[src/rtl/int_pkg.sv]
// int_pkg: shared constants for the two-channel countdown interrupt source.
// Holds the channel count, the default handler vectors and the channel
// indices that the arbiter and the decode-select logic use.
package int_pkg;

  localparam int unsigned NUM_CNT = 2;
  localparam int unsigned VEC_W   = 32;
  localparam int unsigned CH_W    = 1;

  localparam logic [VEC_W-1:0] DEF_VEC0 = 32'h0000_0100;
  localparam logic [VEC_W-1:0] DEF_VEC1 = 32'h0000_0180;

  // Channel indices double as the cnt_int_sel encoding.
  localparam logic [CH_W-1:0] CH0 = 1'b0;
  localparam logic [CH_W-1:0] CH1 = 1'b1;

endpackage

[src/rtl/int_counter.sv]
// int_counter: one periodic countdown channel.
// Ports:
//   clk, reset   clock, asynchronous active-high reset
//   load_i       load value_i as reload/count and enable (value 0 disables)
//   disable_i    stop the channel and drop its pending flag, count is held
//   value_i      reload value for load_i
//   ack_i        the arbiter delivered this channel; clear pend
//   pend_o       channel has expired and not yet been delivered
//   count_o      current countdown value
module int_counter #(
  parameter int unsigned WIDTH = 32
) (
  input  logic             clk,
  input  logic             reset,
  input  logic             load_i,
  input  logic             disable_i,
  input  logic [WIDTH-1:0] value_i,
  input  logic             ack_i,
  output logic             pend_o,
  output logic [WIDTH-1:0] count_o
);

  logic             en_q, en_d;
  logic             pend_q, pend_d;
  logic [WIDTH-1:0] reload_q, reload_d;
  logic [WIDTH-1:0] count_q, count_d;
  logic             expire_c;

  // Expiry is decided in the cycle the count reads 1, so the period is reload cycles.
  assign expire_c = en_q && (count_q == WIDTH'(1));

  // Next-state: a decode command overrides expiry and acknowledge in the same cycle.
  always_comb begin
    en_d     = en_q;
    pend_d   = pend_q;
    reload_d = reload_q;
    count_d  = count_q;
    if (disable_i || (load_i && (value_i == '0))) begin
      en_d   = 1'b0;
      pend_d = 1'b0;
    end else if (load_i) begin
      en_d     = 1'b1;
      pend_d   = 1'b0;
      reload_d = value_i;
      count_d  = value_i;
    end else begin
      if (en_q) begin
        count_d = expire_c ? reload_q : count_q - WIDTH'(1);
      end
      // A fresh expiry re-arms pend even if the old event is acknowledged now.
      pend_d = (pend_q & ~ack_i) | expire_c;
    end
  end

  // Channel state registers.
  always_ff @(posedge clk or posedge reset) begin
    if (reset) begin
      en_q     <= 1'b0;
      pend_q   <= 1'b0;
      reload_q <= '0;
      count_q  <= '0;
    end else begin
      en_q     <= en_d;
      pend_q   <= pend_d;
      reload_q <= reload_d;
      count_q  <= count_d;
    end
  end

  assign pend_o  = pend_q;
  assign count_o = count_q;

endmodule

[src/rtl/int_timer.sv]
// int_timer: two-channel countdown interrupt source for the pipelined core.
// Ports:
//   clk, reset         clock, asynchronous active-high reset
//   cnt_int            decode holds a counter-interrupt instruction
//   cnt_int_sel        channel select
//   cnt_int_disable    1 = disable selected channel, 0 = load it
//   rti                decode holds a return-from-interrupt
//   stallD             decode stalled; decode commands ignored
//   branch_stall_D     decode holds a branch slot; delivery inhibited
//   srcaD              reload value for a load
//   pcF                fetch PC, captured as return address
//   int_en1            one-cycle interrupt request
//   int_vec            handler address of the last delivery
//   epc                saved return PC
//   in_service         a handler is running; blocks nesting
//   pending            per-channel pending flags
module int_timer
  import int_pkg::*;
#(
  parameter int unsigned       WIDTH = 32,
  parameter logic [VEC_W-1:0]  VEC0  = DEF_VEC0,
  parameter logic [VEC_W-1:0]  VEC1  = DEF_VEC1
) (
  input  logic               clk,
  input  logic               reset,
  input  logic               cnt_int,
  input  logic               cnt_int_sel,
  input  logic               cnt_int_disable,
  input  logic               rti,
  input  logic               stallD,
  input  logic               branch_stall_D,
  input  logic [WIDTH-1:0]   srcaD,
  input  logic [VEC_W-1:0]   pcF,
  output logic               int_en1,
  output logic [VEC_W-1:0]   int_vec,
  output logic [VEC_W-1:0]   epc,
  output logic               in_service,
  output logic [NUM_CNT-1:0] pending
);

  logic               cmd_c;
  logic               deliver_c;
  logic [NUM_CNT-1:0] sel_c, load_c, dis_c, ack_c, pend_c;

  // Channel counts are brought out for observation only.
  logic [WIDTH-1:0]   ch0_count_unused;
  logic [WIDTH-1:0]   ch1_count_unused;

  logic               int_en1_q, int_en1_d;
  logic [VEC_W-1:0]   int_vec_q, int_vec_d;
  logic [VEC_W-1:0]   epc_q, epc_d;
  logic               in_service_q, in_service_d;

  // Decode command steering to the selected channel.
  assign cmd_c      = cnt_int & ~stallD;
  assign sel_c[CH0] = cmd_c & (cnt_int_sel == CH0);
  assign sel_c[CH1] = cmd_c & (cnt_int_sel == CH1);
  assign load_c     = sel_c & {NUM_CNT{~cnt_int_disable}};
  assign dis_c      = sel_c & {NUM_CNT{cnt_int_disable}};

  // Delivery gating; any decode-side instruction of ours also blocks delivery.
  assign deliver_c = ~in_service_q & (|pend_c) & ~stallD & ~branch_stall_D
                     & ~rti & ~cnt_int;

  // Fixed priority: channel 0 wins, channel 1 keeps its flag.
  assign ack_c[CH0] = deliver_c & pend_c[CH0];
  assign ack_c[CH1] = deliver_c & ~pend_c[CH0] & pend_c[CH1];

  int_counter #(.WIDTH(WIDTH)) u_ch0 (
    .clk       (clk),
    .reset     (reset),
    .load_i    (load_c[CH0]),
    .disable_i (dis_c[CH0]),
    .value_i   (srcaD),
    .ack_i     (ack_c[CH0]),
    .pend_o    (pend_c[CH0]),
    .count_o   (ch0_count_unused)
  );

  int_counter #(.WIDTH(WIDTH)) u_ch1 (
    .clk       (clk),
    .reset     (reset),
    .load_i    (load_c[CH1]),
    .disable_i (dis_c[CH1]),
    .value_i   (srcaD),
    .ack_i     (ack_c[CH1]),
    .pend_o    (pend_c[CH1]),
    .count_o   (ch1_count_unused)
  );

  // Request, vector, return address and service flag next-state.
  always_comb begin
    int_en1_d    = deliver_c;
    int_vec_d    = int_vec_q;
    epc_d        = epc_q;
    in_service_d = in_service_q;
    if (deliver_c) begin
      int_vec_d    = ack_c[CH0] ? VEC0 : VEC1;
      epc_d        = pcF;
      in_service_d = 1'b1;
    end else if (rti && !stallD && in_service_q) begin
      in_service_d = 1'b0;
    end
  end

  always_ff @(posedge clk or posedge reset) begin
    if (reset) begin
      int_en1_q    <= 1'b0;
      int_vec_q    <= '0;
      epc_q        <= '0;
      in_service_q <= 1'b0;
    end else begin
      int_en1_q    <= int_en1_d;
      int_vec_q    <= int_vec_d;
      epc_q        <= epc_d;
      in_service_q <= in_service_d;
    end
  end

  assign int_en1    = int_en1_q;
  assign int_vec    = int_vec_q;
  assign epc        = epc_q;
  assign in_service = in_service_q;
  assign pending    = pend_c;

endmodule

[config.mk]
export PLATFORM = sky130hd
export DESIGN_NAME = int_timer
export DESIGN_NICKNAME = d
export VERILOG_FILES = /design/src/rtl/int_pkg.sv /design/src/rtl/int_counter.sv /design/src/rtl/int_timer.sv
export SDC_FILE = /design/constraint.sdc
export NUM_CORES = 1
export LEC_CHECK = 0
export BUFFER_PORTS_ARGS = -buffer_cell sky130_fd_sc_hd__clkbuf_2
export CORE_AREA = 3 3 156 158
export DETAILED_ROUTE_END_ITERATION = 12
export DIE_AREA = 0 0 159 161
export GPL_TIMING_DRIVEN = 1
export SLEW_MARGIN = 25
export SYNTH_ARGS = -nofsm -noshare
export SYNTH_HDL_FRONTEND = slang
export SYNTH_HIERARCHICAL = 1
export SYNTH_SLANG_ARGS = --single-unit
[constraint.sdc]
create_clock -name clk -period 3.5 [get_ports clk]
set_input_delay 0.7 -clock clk [delete_from_list [all_inputs] [get_ports clk]]
set_output_delay 0.7 -clock clk [all_outputs]
set_load 0.05 [all_outputs]
==> impl_metrics.csv, run 1 <==
group,metric,value,unit
worst_setup_path,worst-setup-path-type,"flip-flop to flip-flop",
grt,grt_pass1_wl,42010,um
placement,place_ws,0.4743,ns
sta,report.final.slew_viol_count,0,
drt,wl,26080,um
finish,drive_gt1_share,27.05,%
placement,hpwlAfterDp,18430,um
worst_hold_path,min_path_type,"input port to async pin",
finish,layout_commonest_cell,"dfrtp_1",
logic_synthesis,synth_seq_cells,168,
run,drv_cap,0,
finish,final_cell_mix,"dfrtp_1, clkbuf_2, mux2_2",
drt,vias,7710,
logic_synthesis,yosysTopAreaCellShare,45.60,%
drt,drtPass1Iterations,5,
drt,wl_per_cell,18.90,um
placement,dpl_cell_area,0.01013,sq mm
worst_setup_path,required,3.86,ns
finish,finish.instance_area,0.01075,sq mm
die,core_area,0.02326,sq mm
clock_tree,clock_latency,0.43,ns
clock_tree,htree_levels,4,
die,die_area,0.02560,sq mm
sta,rsz0062_at_grt,"no",
logic_synthesis,syn_area,0.009219,sq mm
die,initial_utilization,39.63,%
logic_synthesis,syn_inst,935,
clock_tree,root_buffer,"clkbuf_16",
worst_setup_path,critPathLaunchType,"flip-flop",
sta,setup_ws,0.6799,ns
sta,fin_hold_ws,0.3531,ns
logic_synthesis,dominantRegCellSynth,"dfrtp_1",
clock_tree,postCtsHoldBufs,0,
logic_synthesis,yosysWarnings,6,
logic_synthesis,synth-edff-count,0,
clock_tree,cts_buffers,17,
drt,drtIter0Drc,542,
logic_synthesis,synth_cell_types,73,
worst_setup_path,arrival,3.18,ns
sta,worstMarginPinSlew,0.8680,ns
logic_synthesis,yosysTopAreaCell,"dfrtp_1",
finish,n_antenna_cell,0,
outcome,status,"finished clean",
logic_synthesis,synth-async-reset-ratio,100.0,%
sta,finalSetupViolCount,0,
clock_tree,cts_setup_buffers,0,
finish,nNetsFinal,1124,
drt,drc,0,
drt,ant_nets,0,
finish,syn_to_final_growth,16.56,%
sta,finalCritPeriodShare,80.57,%
logic_synthesis,syn_avg_cell_area,9.860,sq um
sta,tns,0,ns
sta,period_minus_slack,2.820,ns
sta,hold_viol,0,
die,pin_count,140,
clock_tree,cts_tree,"yes",
die,die_w,159,um
sta,fin_skew,0.01302,ns
finish,multi_input_area,0.004604,sq mm
clock_tree,clkTransAtPathRegs,0.07,ns
clock_tree,clock-sinks,168,
grt,grt_pass1_vias,7488,
grt,grt-ovfl-total,0,
placement,place.port_buffers,109,
finish,nFillCells,2255,
clock_tree,ctsLongestPathBuffers,2,
die,rows,56,
power_and_ir_drop,power.density,611.4,mW/mm^2
power_and_ir_drop,finalPower,6.570,mW
grt,grt_usage,20.35,%
finish,seq_area,0.004204,sq mm
drt,via_per_inst,5.587,
grt,grt_antenna_before_repair,0,
power_and_ir_drop,peakVddDrop,0.3069,mV
placement,place.gp.congestion,0.8761,
sta,relSlewSlack,42.13,%
grt,grt_max_degree,67,
worst_setup_path,end_kind,"flip-flop",
die,die_y,161,um
clock_tree,post_cts_resized,0,
worst_setup_path,critical_path.max_fanout,7,
logic_synthesis,ys_seq_area_share,45.60,%
sta,max_freq,354.6,MHz
logic_synthesis,synthTopCellsByArea,"dfrtp_1, mux2_2, a21oi_1",
power_and_ir_drop,p_leak,4.720,nW
## area by class of cell
class | instances | area share, %
Clock buffer | 19 | 4.215
Clock inverter | 13 | 1.549
Inverter | 26 | 0.9082
Multi-Input combinational cell | 691 | 42.85
Sequential cell | 168 | 39.12
Tap cell | 319 | 3.714
Timing Repair Buffer | 144 | 7.639
## metrics by stage
| step | cells | utilization (%) |
|---|---|---|
| after global routing | 1380 | 46.19 |
| after CTS | 1380 | 46.19 |
| final | 1380 | 46.19 |
| after floorplan | 964 | - |
| after detailed placement | 1348 | 43.53 |
| after global placement | 1348 | 43.53 |
## flip-flops by register name (all words and copies together) (netlist names)
register	count
u_ch1/pend_o	1
in_service	1
int_en1	1
epc	32
u_ch0/reload_q	32
u_ch0/en_q	1
u_ch0/pend_o	1
int_vec	2
u_ch1/count_o	32
u_ch1/en_q	1
u_ch1/reload_q	32
u_ch0/count_o	32
## power by group
part | internal, mW | total (mW) | switching, mW
Combinational | 0.760 | 1.62 | 0.855
Clock | 1.17 | 1.99 | 0.824
Sequential | 2.44 | 2.96 | 0.524
Total | 4.37 | 6.57 | 2.20
## final timing paths
check                                                     from                        endpoint  slack, ns  depth (start not counted)
worst max-delay path              u_ch0/count_o[4]$_DFFE_PP0P_   u_ch0/count_o[31]$_DFFE_PP0P_       0.68                          7
worst min register to register  u_ch1/reload_q[24]$_DFFE_PP0P_  u_ch1/reload_q[24]$_DFFE_PP0P_       0.48                          2
worst min-delay path                                     reset          u_ch0/pend_o$_DFF_PP0_       0.35                          3
worst max register to register    u_ch0/count_o[4]$_DFFE_PP0P_   u_ch0/count_o[31]$_DFFE_PP0P_       0.68                          7
min in group clk                u_ch1/reload_q[24]$_DFFE_PP0P_  u_ch1/reload_q[24]$_DFFE_PP0P_       0.48                          2
max in group asynchronous                                reset   u_ch1/count_o[15]$_DFFE_PP0P_       2.39                          3
## cells by family after synthesis
family          count (synthesis)  share of synthesized area (%)
compound gates                229                          16.26
xor+xnor                       25                          2.375
buf+inv                       105                          5.863
mux                            99                          12.03
other cells                     1                        0.04068
flops                         168                          45.60
simple gates                  304                          17.29
fa+ha+maj                       4                         0.5429
## Yosys cell counts, types with 13 or more instances
| cell type | count |
|---|---|
| a21oi_1 | 77 |
| buf_4 | 30 |
| clkbuf_1 | 36 |
| dfrtp_1 | 168 |
| inv_1 | 24 |
| mux2_2 | 94 |
| nand2_1 | 53 |
| nand3_1 | 24 |
| nor2_1 | 80 |
| nor3_1 | 32 |
| nor4_1 | 34 |
| o211ai_1 | 13 |
| o21ai_0 | 31 |
| xnor2_1 | 17 |
## routing by layer
layer | track usage (%) | up-vias | wire, um | share of wire [%]
met2 | 34.70 | 197 | 13010 | 50
met5 | 0 | - | 0 | 0
met1 | 27.20 | 3838 | 11650 | 45
li1 | - | 3648 | - | -
met3 | 3.001 | 27 | 1081 | 4.1
met4 | 5.690 | 0 | 340 | 1.3
## worst max-delay path, stage by stage, from the launching register on
cell	delay, ns
dfrtp_1	0.45
or4_4	0.58
or4_1	0.59
nor3_2	0.41
buf_4	0.26
and3_1	0.19
o31a_1	0.13
a2bb2oi_1	0.14
Note: power is estimated with default switching activity, not from simulation.
==> run 2, diff against run 1 <==
==> constraint.sdc (replaced) <==
create_clock -name clk -period 2.6 [get_ports clk]
set_input_delay 0.52 -clock clk [delete_from_list [all_inputs] [get_ports clk]]
set_output_delay 0.52 -clock clk [all_outputs]
set_load 0.05 [all_outputs]
==> run 2 against run 1 <==
First-iteration DRC count grew 26%. Clock skew shrank 0.0027 ns. Hold slack lost 0.21 ns. Largest power group unchanged. Final cell count grew 6.4%. Total power grew 39%. Global-route usage grew 1.9 points. Via count grew 5.9%. Critical endpoint is now u_ch1/count_o[30]$_DFFE_PP0P_.
==> impl_metrics.csv, run 2 (synthesis gave the netlist of run 1 again) <==
group,metric,value,unit
finish,n_antenna_cell,0,
power_and_ir_drop,peakVddDrop,0.3583,mV
drt,ant_nets,0,
grt,grt_util_met2,36.65,%
worst_setup_path,worst-setup-path-type,"flip-flop to flip-flop",
finish,drive_gt1_share,33.33,%
grt,grtUsageMet3,4.258,%
sta,rsz0062_at_grt,"yes",
worst_setup_path,arrival,2.94,ns
clock_tree,clock_latency,0.43,ns
sta,tns,0,ns
finish,nFillCells,2201,
placement,dp_cells,1435,
worst_setup_path,required,2.96,ns
worst_setup_path,worstReg2RegStart,"u_ch1/count_o[11]$_DFFE_PP0P_",
run,drv_cap,0,
finish,layout_commonest_cell,"dfrtp_1",
grt,grt_antenna_before_repair,0,
drt,wl,28220,um
drt,wl_per_cell,19.23,um
die,die_w,159,um
drt,drc,0,
worst_setup_path,critPathLaunchType,"flip-flop",
worst_setup_path,end_kind,"flip-flop",
clock_tree,clkTransAtPathRegs,0.07,ns
power_and_ir_drop,p_leak,5.182,nW
sta,fin_skew,0.01030,ns
finish,nNetsFinal,1212,
worst_hold_path,min_path_type,"input port to async pin",
sta,hold_viol,0,
sta,period_minus_slack,2.587,ns
clock_tree,cts_buffers,17,
die,core_area,0.02326,sq mm
placement,place.port_buffers,109,
clock_tree,cts_tree,"yes",
placement,hpwlAfterDp,20640,um
worst_setup_path,endpoint,"u_ch1/count_o[30]$_DFFE_PP0P_",
die,die_y,161,um
die,die_area,0.02560,sq mm
sta,worstMarginPinSlew,0.8223,ns
grt,grt.met1_usage,30.13,%
finish,fin_util,49.55,%
grt,grt_usage,22.23,%
power_and_ir_drop,finalPower,9.146,mW
sta,relSlewSlack,43.77,%
worst_setup_path,worstSetupStartpoint,"u_ch1/count_o[11]$_DFFE_PP0P_",
drt,via_per_inst,5.563,
drt,drtIter0Drc,681,
grt,grt-ovfl-total,0,
grt,grt_pass1_wl,45550,um
clock_tree,clock-sinks,168,
clock_tree,htree_levels,4,
worst_setup_path,r2r_slack,0.01,ns
finish,syn_to_final_growth,25.03,%
worst_setup_path,critical_path.max_fanout,2,
finish,stdcell_count,1468,
worst_setup_path,reg2reg_depth,6,
sta,finalSetupViolCount,0,
grt,busiest_layer,"met2",
clock_tree,ctsLongestPathBuffers,2,
worst_setup_path,r2r_end,"u_ch1/count_o[30]$_DFFE_PP0P_",
sta,report.final.slew_viol_count,0,
grt,grt_max_degree,43,
die,rows,56,
outcome,status,"finished clean",
sta,setup_ws,0.01329,ns
die,pin_count,140,
sta,max_freq,386.6,MHz
finish,final_cell_mix,"dfrtp_1, buf_4, clkbuf_2",
power_and_ir_drop,power.density,793.5,mW/mm^2
drt,vias,8166,
placement,place_ws,-0.08875,ns
sta,finalCritPeriodShare,99.49,%
die,initial_utilization,39.63,%
drt,drtPass1Iterations,6,
placement,place.gp.congestion,0.9254,
clock_tree,root_buffer,"clkbuf_16",
grt,grt_pass1_vias,8099,
[run 2: cell type report]
cell class	instances	area (sq um)	area share [%]
well taps	319	399.1	3.463
inverters	26	97.59	0.8467
clock buffers	19	442.9	3.843
clock inverters	13	133.9	1.162
flip-flops and latches	168	4204	36.47
multi-input cells	691	4663	40.46
repair buffers	232	1585	13.75
[run 2: routing by layer]
metal / share of wire, % / up-vias
met5: 0 / -
met4: 1.6 / 0
met3: 5.3 / 38
met2: 48 / 256
met1: 45 / 4047
li1: - / 3825
[run 2: worst max-delay path, stage by stage, from the launching register on]
cell	delay [ns]
dfrtp_1	0.38
or4_4	0.54
or3_4	0.39
or3_4	0.34
or4_4	0.42
or3b_1	0.38
nand3_1	0.07
[run 2: repair_timing]
item / CTS / global route
setup endpoints to repair: 1 / 9
gates resized for setup: 3 / 7
buffers inserted: 1 / 0
endpoints found under the hold margin: 0 / 0
pin swaps: 3 / 3
hold buffers: 0 / 0
[run 2: worst min-delay path by stage]
stage | cells after the start | endpoint | from
after floorplan | 2 | u_ch0/reload_q[0]$_DFFE_PP0P_ | u_ch0/reload_q[0]$_DFFE_PP0P_
after global placement | 2 | u_ch0/reload_q[0]$_DFFE_PP0P_ | u_ch0/reload_q[0]$_DFFE_PP0P_
after detailed placement | 1 | int_vec[8]$_DFFE_PP0P_ | int_vec[8]$_DFFE_PP0P_
after CTS | 2 | u_ch1/reload_q[25]$_DFFE_PP0P_ | reset
after global routing | 2 | u_ch1/reload_q[27]$_DFFE_PP0P_ | reset
final | 2 | u_ch1/pend_o$_DFF_PP0_ | reset
[run 2: report_power, final]
group	total (mW)	switching (mW)	internal [mW]
Sequential	3.85	0.572	3.28
Combinational	2.77	1.43	1.35
Clock	2.52	1.14	1.38
[run 2: metrics by stage]
step / hold WS (ns) / cell area, sq um
2_1_floorplan: 0.4418 / 9340
3_3_place_gp: 0.4563 / 10890
3_5_place_dp: 0.4559 / 10890
4_1_cts: 0.1348 / 11490
5_1_grt: 0.1630 / 11530
6_report: 0.1416 / 11530
==> run 3, diff against run 2 <==
--- a/config.mk
+++ b/config.mk
@@ -7,6 +7,7 @@
 export LEC_CHECK = 0
 export BUFFER_PORTS_ARGS = -buffer_cell sky130_fd_sc_hd__clkbuf_2
 export CORE_AREA = 3 3 156 158
+export CTS_BUF_LIST = sky130_fd_sc_hd__clkbuf_16
 export DETAILED_ROUTE_END_ITERATION = 12
 export DIE_AREA = 0 0 159 161
 export GPL_TIMING_DRIVEN = 1
==> run 3 against run 2 <==
Die area unchanged. First-iteration DRC count fell by 1.0%. Wire length is essentially flat. Final cell count stayed put. Clock power decreased by 2%. Sequential power hardly changed. Core utilization about the same. Global-route usage did not move. Non-clock buffer count is the same. Total power down 0.37%. Largest power group unchanged. Highest routed layer unchanged.
==> impl_metrics.csv, run 3 (synthesis gave the netlist of run 1 again) <==
group,metric,value,unit
outcome,status,"finished clean",
worst_setup_path,cp_slowest_cell,"or4_4",
finish,stdcell_count,1468,
sta,setup_ws,0.01973,ns
clock_tree,cts_tree,"yes",
drt,wl,28210,um
sta,report.final.slew_viol_count,0,
sta,tns,0,ns
finish,syn_to_final_growth,24.92,%
power_and_ir_drop,power.density,791.3,mW/mm^2
worst_setup_path,cpPeakStageDelay,0.53,ns
die,core_area,0.02326,sq mm
drt,vias,8210,
finish,drive_gt1_share,33.25,%
finish,n_antenna_cell,0,
finish,fin_util,49.51,%
power_and_ir_drop,switching_share,34.48,%
grt,grt-ovfl-total,0,
die,die_w,159,um
die,rows,56,
worst_setup_path,end_kind,"flip-flop",
drt,drtPass1Iterations,6,
power_and_ir_drop,peakVddDrop,0.3563,mV
power_and_ir_drop,clkPwrFrac,27.3,%
sta,period_minus_slack,2.580,ns
power_and_ir_drop,finalPower,9.112,mW
finish,layout_commonest_cell,"dfrtp_1",
sta,fin_hold_ws,0.1397,ns
grt,grt_usage,22.23,%
worst_setup_path,worst-setup-path-type,"flip-flop to flip-flop",
drt,drc,0,
clock_tree,htree_levels,4,
grt,grt_pass1_wl,45550,um
power_and_ir_drop,combPwrFrac,30.4,%
grt,grt_antenna_before_repair,0,
die,die_y,161,um
clock_tree,ctsLongestPathBuffers,2,
sta,worstMarginPinSlew,0.8101,ns
drt,wl_per_cell,19.22,um
finish,nNetsFinal,1212,
placement,place.port_buffers,109,
placement,dp_cells,1435,
finish,final_cell_mix,"dfrtp_1, buf_4, clkbuf_2",
placement,hpwlAfterDp,20640,um
power_and_ir_drop,seq_power_share,42.3,%
clock_tree,clkTransAtPathRegs,0.07,ns
worst_setup_path,critPathLaunchType,"flip-flop",
sta,rsz0062_at_grt,"yes",
sta,finalCritPeriodShare,99.24,%
power_and_ir_drop,p_int,5.971,mW
die,initial_utilization,39.63,%
grt,grt_max_degree,43,
run,drv_cap,0,
power_and_ir_drop,p_leak,5.180,nW
worst_setup_path,critical_path.max_fanout,2,
drt,ant_nets,0,
die,pin_count,140,
power_and_ir_drop,switchingPower,3.141,mW
sta,fin_skew,0.01111,ns
sta,max_freq,387.6,MHz
placement,dpl_cell_area,0.01089,sq mm
die,die_area,0.02560,sq mm
drt,via_per_inst,5.593,
clock_tree,root_buffer,"clkbuf_16",
worst_setup_path,crit_chain,"or4_4 > or3_4 > or3_4 > or4_4 > or3b_1 > nand3_1",
drt,drtIter0Drc,674,
clock_tree,cts_buffers,17,
placement,place.gp.congestion,0.9254,
worst_setup_path,arrival,2.94,ns
sta,finalSetupViolCount,0,
placement,place_ws,-0.08875,ns
finish,finish.instance_area,0.01152,sq mm
clock_tree,clock-sinks,168,
worst_setup_path,required,2.96,ns
sta,hold_viol,0,
clock_tree,clock_latency,0.43,ns
grt,grt_pass1_vias,8099,
finish,nFillCells,2206,
sta,relSlewSlack,44.60,%
worst_hold_path,min_path_type,"input port to async pin",
-- run 3: area by class of cell --
| cell class | count | area, sq um | area share [%] |
|---|---|---|---|
| multi-input combinational | 691 | 4663 | 40.49 |
| sequential | 168 | 4204 | 36.51 |
| timing repair buffer | 232 | 1585 | 13.77 |
| clock buffer | 17 | 425.4 | 3.694 |
| tap | 319 | 399.1 | 3.466 |
| clock inverter | 15 | 141.4 | 1.228 |
| inverter | 26 | 97.59 | 0.8475 |
-- run 3: power groups by stage --
stage | logic [mW] | registers (mW) | clock network (mW)
floorplan | 1.75 | 3.84 | 0
global placement | 2.67 | 3.87 | 0
detailed placement | 2.71 | 3.88 | 0
CTS | 2.73 | 3.84 | 2.54
global route | 3.07 | 3.96 | 2.65
finish | 2.77 | 3.85 | 2.48
-- run 3: worst max-delay path: cells and delay by family, from the launching register on --
family | cells | cell delay [ns]
and+or+nand+nor | 6 | 2.13
DFF | 1 | 0.38
-- run 3: routing by layer --
layer	wire [um]	track usage [%]	up-vias	share of wire [%]
li1	-	-	3825	-
met1	12580	30.13	4069	45
met2	13570	36.65	270	48
met3	1560	4.258	46	5.5
met4	497	6.248	0	1.8
met5	0	0	-	0
-- run 3: path summary, 6_finish.rpt --
kind                                                     from                       endpoint  slack (ns)  depth (start not counted)
worst max-delay path            u_ch1/count_o[11]$_DFFE_PP0P_  u_ch1/count_o[30]$_DFFE_PP0P_        0.02                          6
min in group clk                                      pcF[23]            epc[23]$_DFFE_PP0P_        0.33                          2
max in group asynchronous                               reset   u_ch1/count_o[1]$_DFFE_PP0P_        1.75                          3
worst min-delay path                                    reset         u_ch1/pend_o$_DFF_PP0_        0.14                          2
worst max register to register  u_ch1/count_o[11]$_DFFE_PP0P_  u_ch1/count_o[30]$_DFFE_PP0P_        0.02                          6
worst min register to register         int_vec[8]$_DFFE_PP0P_         int_vec[8]$_DFFE_PP0P_        0.47                          1
-- run 3: repair_timing --
item,in CTS,in global routing
gates resized for setup,3,7
pin swaps,3,3
hold buffers,0,0
setup buffers,1,0
setup endpoints to repair,1,9
cloned,0,0
